<file path="src/rtl/dmem_pkg.sv">
// rtl/dmem_pkg.sv - shared encodings, FSM states and defaults for the data-memory arbiter
package dmem_pkg;

    localparam int unsigned MEM_BYTES_DEF = 4096;

    localparam logic [2:0] F3_B  = 3'b000;
    localparam logic [2:0] F3_H  = 3'b001;
    localparam logic [2:0] F3_W  = 3'b010;
    localparam logic [2:0] F3_BU = 3'b100;
    localparam logic [2:0] F3_HU = 3'b101;

    typedef enum logic [1:0] {
        ST_IDLE,
        ST_ACCESS,
        ST_RESP
    } state_t;

    // Access width in bytes; illegal encodings report 1 and are rejected by the ctrl check.
    function automatic logic [2:0] acc_size(input logic [2:0] ctrl);
        case (ctrl)
            F3_H, F3_HU: acc_size = 3'd2;
            F3_W:        acc_size = 3'd4;
            default:     acc_size = 3'd1;
        endcase
    endfunction

endpackage

</file>
<file path="src/rtl/dmem_acc_chk.sv">
// rtl/dmem_acc_chk.sv - combinational alignment, range and funct3 legality check
module dmem_acc_chk
    import dmem_pkg::*;
#(
    parameter int unsigned MEM_BYTES = MEM_BYTES_DEF
) (
    input  logic [31:0] addr,
    input  logic [2:0]  ctrl,
    input  logic        wen,
    output logic        err
);

    logic        ctrl_bad;
    logic        misalign;
    logic        out_of_range;
    logic [32:0] end_addr;

    always_comb begin
        ctrl_bad = 1'b0;
        misalign = 1'b0;
        case (ctrl)
            F3_B:        ctrl_bad = 1'b0;
            F3_H:        misalign = addr[0];
            F3_W:        misalign = (addr[1:0] != 2'b00);
            F3_BU:       ctrl_bad = wen;
            F3_HU: begin
                ctrl_bad = wen;
                misalign = addr[0];
            end
            default:     ctrl_bad = 1'b1;
        endcase
        // 33-bit sum so addresses near 2^32 cannot wrap back into range
        end_addr     = {1'b0, addr} + {30'd0, acc_size(ctrl)};
        out_of_range = (end_addr > 33'(MEM_BYTES));
        err          = ctrl_bad || misalign || out_of_range;
    end

endmodule

</file>
<file path="src/rtl/dmem_arb.sv">
// rtl/dmem_arb.sv - two-requester data-memory arbiter with one access in flight at a time
module dmem_arb
    import dmem_pkg::*;
#(
    parameter int unsigned MEM_BYTES  = MEM_BYTES_DEF,
    parameter bit          DEBUG_PRIO = 1'b0
) (
    input  logic        CLK,
    input  logic        RST_N,
    input  logic        req0_valid,
    output logic        req0_ready,
    input  logic [31:0] req0_addr,
    input  logic [31:0] req0_wdata,
    input  logic [2:0]  req0_ctrl,
    input  logic        req0_wen,
    input  logic        req1_valid,
    output logic        req1_ready,
    input  logic [31:0] req1_addr,
    input  logic [31:0] req1_wdata,
    input  logic [2:0]  req1_ctrl,
    input  logic        req1_wen,
    output logic        rsp0_valid,
    output logic [31:0] rsp0_rdata,
    output logic        rsp0_err,
    output logic        rsp1_valid,
    output logic [31:0] rsp1_rdata,
    output logic        rsp1_err,
    output logic [31:0] mem_addr,
    output logic [31:0] mem_wdata,
    output logic [2:0]  mem_ctrl,
    output logic        mem_wen,
    input  logic [31:0] mem_rdata
);

    state_t      state, state_nxt;
    logic        last_grant;
    logic        gnt_id;
    logic        win;
    logic        hs;
    logic        acc_err;
    logic [31:0] lat_addr;
    logic [31:0] lat_wdata;
    logic [2:0]  lat_ctrl;
    logic        lat_wen;
    logic [31:0] load_data;

    dmem_acc_chk #(.MEM_BYTES(MEM_BYTES)) u_chk (
        .addr (lat_addr),
        .ctrl (lat_ctrl),
        .wen  (lat_wen),
        .err  (acc_err)
    );

    // win: 0 selects req0, 1 selects req1; a lone requester always wins
    always_comb begin
        win = req1_valid;
        if (req0_valid && req1_valid) begin
            win = DEBUG_PRIO ? 1'b1 : ~last_grant;
        end
        req0_ready = (state == ST_IDLE) && req0_valid && !win;
        req1_ready = (state == ST_IDLE) && req1_valid && win;
        hs         = req0_ready || req1_ready;

        state_nxt = state;
        case (state)
            ST_IDLE:   if (hs) state_nxt = ST_ACCESS;
            ST_ACCESS: state_nxt = ST_RESP;
            ST_RESP:   state_nxt = ST_IDLE;
            default:   state_nxt = ST_IDLE;
        endcase
    end

    // The memory bus is quiet outside ACCESS, so reset kills a pending store immediately.
    always_comb begin
        mem_addr  = '0;
        mem_wdata = '0;
        mem_ctrl  = '0;
        mem_wen   = 1'b0;
        if (state == ST_ACCESS && !acc_err) begin
            mem_addr  = lat_addr;
            mem_wdata = lat_wdata;
            mem_ctrl  = lat_ctrl;
            mem_wen   = lat_wen;
        end
        load_data = (!lat_wen && !acc_err) ? mem_rdata : 32'd0;
    end

    always_ff @(posedge CLK or negedge RST_N) begin
        if (!RST_N) begin
            state      <= ST_IDLE;
            last_grant <= 1'b1;
            gnt_id     <= 1'b0;
            lat_addr   <= '0;
            lat_wdata  <= '0;
            lat_ctrl   <= '0;
            lat_wen    <= 1'b0;
        end else begin
            state <= state_nxt;
            if (hs) begin
                last_grant <= win;
                gnt_id     <= win;
                lat_addr   <= win ? req1_addr  : req0_addr;
                lat_wdata  <= win ? req1_wdata : req0_wdata;
                lat_ctrl   <= win ? req1_ctrl  : req0_ctrl;
                lat_wen    <= win ? req1_wen   : req0_wen;
            end
        end
    end

    // Response registers load at the end of ACCESS; data and err hold until that port's next response.
    always_ff @(posedge CLK or negedge RST_N) begin
        if (!RST_N) begin
            rsp0_valid <= 1'b0;
            rsp0_rdata <= '0;
            rsp0_err   <= 1'b0;
            rsp1_valid <= 1'b0;
            rsp1_rdata <= '0;
            rsp1_err   <= 1'b0;
        end else begin
            rsp0_valid <= 1'b0;
            rsp1_valid <= 1'b0;
            if (state == ST_ACCESS) begin
                if (gnt_id) begin
                    rsp1_valid <= 1'b1;
                    rsp1_rdata <= load_data;
                    rsp1_err   <= acc_err;
                end else begin
                    rsp0_valid <= 1'b1;
                    rsp0_rdata <= load_data;
                    rsp0_err   <= acc_err;
                end
            end
        end
    end

endmodule

</file>
<file path="config.mk">
export PLATFORM = sky130hd
export DESIGN_NAME = dmem_arb
export DESIGN_NICKNAME = d
export VERILOG_FILES = /design/src/rtl/dmem_pkg.sv /design/src/rtl/dmem_acc_chk.sv /design/src/rtl/dmem_arb.sv
export SDC_FILE = /design/constraint.sdc
export NUM_CORES = 1
export LEC_CHECK = 0
export ABC_AREA = 1
export CAP_MARGIN = 0
export CORE_UTILIZATION = 47
export CTS_BUF_LIST = sky130_fd_sc_hd__clkbuf_8 sky130_fd_sc_hd__clkbuf_16
export DETAILED_ROUTE_END_ITERATION = 6
export GPL_TIMING_DRIVEN = 0
export PLACE_DENSITY = 0.83
export SYNTH_ARGS = -nofsm -noshare
export SYNTH_HDL_FRONTEND = slang
export SYNTH_SLANG_ARGS = --single-unit
</file>
<file path="constraint.sdc">
create_clock -name CLK -period 9.14 [get_ports CLK]
set_clock_uncertainty 0.05 [all_clocks]
set_input_delay 2.742 -clock CLK [delete_from_list [all_inputs] [get_ports CLK]]
set_output_delay 2.742 -clock CLK [all_outputs]
set_load 0.02 [all_outputs]
</file>
==> metrics.csv <==
metric,value,unit
drt-wirelength-per-cell,16.6,µm
place.gp.congestion,0.960,
dp_hpwl,20400,µm
globalRouteOverflowTotal,0,
fp-row-count,46,
insertion_delay,0.44,ns
grt_max_degree,93,
nNetsFinal,1585,
syn_area_per_cell,7.12,µm²
hold_viol_final,0,
drc,0,
drtIter0Drc,655,
crit_chain,clkdlybuf4s50_1 -> nand2_1 -> nand2_1 -> clkinv_1 -> clkbuf_1 -> nor2_1 -> clkdlybuf4s50_1,
drtAntennaViolNets,0,
min_period_over_period,85.2,%
postCtsSetupRepairBufs,0,
holdBufCountCts,0,
peakVddDrop,0.172,mV
layout_common_cells,"382 x nand2_1, 289 x clkdlybuf4s50_1, 166 x nor2_1",
numCtsBuffers,17,
root_buffer,clkbuf_16,
synth_cells,1081,
synth_edf_count,0,
powerDensity,246,mW/mm²
worstPathArrival,4.99,ns
ios,310,
grt_pass1_wl,42800,µm
netlist_area,0.00770,mm²
cpLargestDelayFamily,buffers and inverters,
final_common_cell,nand2_1,
nFillCells,1276,
fp.coreArea,0.0159,mm²
port_buffers,290,
p_leak,5.61,nW
ys_warn_count,0,
synth_seq_area_share,45.5,%
slowest_delay,0.66,ns
ys_async_sr_fraction,100,%
setup_viol,0,
synth_ff_type,dfrtp_1,
cp_max_fo,10,
worst-path-buf-inv,4,
antenna_found_initial,0,
worst_slack,1.35,ns
grt_pass1_vias,8419,
end_kind,primary output,
drive_above_1_share,6.19,%
n_antenna_cell,0,
die_h,130,µm
hp-class,register to register,
timing.fmax,128,MHz
rsz0062_at_grt,no,
cp-start-kind,input port,
status,completed,
required,6.35,ns
via_count,8537,
numClockSinks,140,
die_x,130,µm
tightest_slew,0.583,ns
cts_buffer_depth,2,
drv_cap,0,
synth_cell_types,30,
post-place-ws,1.37,ns
track_usage,33.4,%
start_util,48.3,%
cts-resized-gates,0,
htreeDepth,4,
cp_slowest_cell,clkdlybuf4s50_1,
dieArea,0.0169,mm²
area_delta_synth_final,50.4,%
whs,0.407,ns
vias_per_cell,5.21,
cts_tree,done,
slew_viol_final,0,
clk_pin_slew,0.07,ns
drt-total-wl,27300,µm
period_needed,7.79,ns
drt_first_pass_iters,5,
slew_headroom,61.1,%
synth-seq-cells,140,
critical_path_class,input port to primary output,
-- sequential cells by signal, indices dropped and copies added, names as in the netlist, 2 cells and up --
register	count
rsp0_rdata	32
state	2
rsp1_rdata	32
lat_ctrl	3
lat_addr	32
lat_wdata	32
-- through the flow --
step / std cells / instance area [µm²] / setup TNS [ns] / util (%) / power [mW]
floorplan: 1099 / 7770 / 0 / - / 1.71
detailed placement: 1606 / 11000 / 0 / 68.8 / 2.12
global placement: 1605 / 10900 / -58.87 / 68.6 / 2.09
CTS: 1638 / 11600 / 0 / 72.7 / 2.84
finish: 1638 / 11600 / 0 / 72.7 / 2.86
global route: 1638 / 11600 / 0 / 72.7 / 3.06
-- power breakdown --
group | leakage (nW) | switching, mW | internal, mW
Clock | 0.299 | 0.341 | 0.374
Combinational | 3.55 | 0.768 | 0.401
Sequential | 1.75 | 0.171 | 0.800
Total | 5.61 | 1.28 | 1.57
-- cell usage after synthesis (4+ instances only) --
master,number,area [µm²]
nand3_1,32,160
dfrtp_1,139,3480
buf_4,24,180
nand4_1,70,438
nor2_2,16,100
nor2_1,166,623
a21oi_1,4,20.0
nand2_1,382,1430
clkbuf_1,48,180
nand2_2,4,25.0
inv_1,86,323
nand3b_1,4,30.0
a31oi_1,68,425
o21ai_0,7,35.0
-- layer usage --
layer  vias to the layer above  GRT usage [%]  share of wire (%)
li1                       4089              -                  -
met1                      3982           39.9                 40
met2                       373           55.9                 48
met3                        93           9.23                7.4
met4                         0           16.2                4.9
met5                         -              0                  0
-- final timing paths --
| path | endpoint | from | cells after the start | slack, ns |
|---|---|---|---|---|
| worst max-delay path | req0_ready | req0_valid | 7 | 1.35 |
| max in group asynchronous | last_grant | RST_N | 2 | 6.02 |
| worst min register to register | state[1] | state[1] | 1 | 0.41 |
| worst max register to register | rsp1_rdata[0] | lat_ctrl[2] | 20 | 5.73 |
| worst min-delay path | state[1] | state[1] | 1 | 0.41 |
| min in group asynchronous | lat_wdata[15] | RST_N | 1 | 2.18 |
-- final cells by class --
| cell class | count | area, µm² | area share (%) |
|---|---|---|---|
| clock inverters | 15 | 189 | 1.63 |
| clock buffers | 17 | 425 | 3.67 |
| plain buffers | 79 | 404 | 3.49 |
| inverters | 90 | 338 | 2.92 |
| multi-input cells | 790 | 3520 | 30.4 |
| well taps | 216 | 270 | 2.33 |
| repair buffers | 291 | 2930 | 25.3 |
| flip-flops and latches | 140 | 3500 | 30.3 |
-- logic make-up (layout without fill, tap and decap cells) --
kind of cell | after synthesis | in the layout | synth area share, %
adder cells (fa/ha/maj) | 4 | 4 | 0.747
XOR/XNOR | 3 | 3 | 0.341
other | 1 | 19 | 0.0487
flip-flops | 140 | 140 | 45.5
buffers and inverters | 169 | 492 | 9.63
AO/OA/AOI/OAI | 82 | 82 | 6.50
AND/OR/NAND/NOR | 682 | 682 | 37.2
Note: power is estimated with default switching activity, not from simulation.
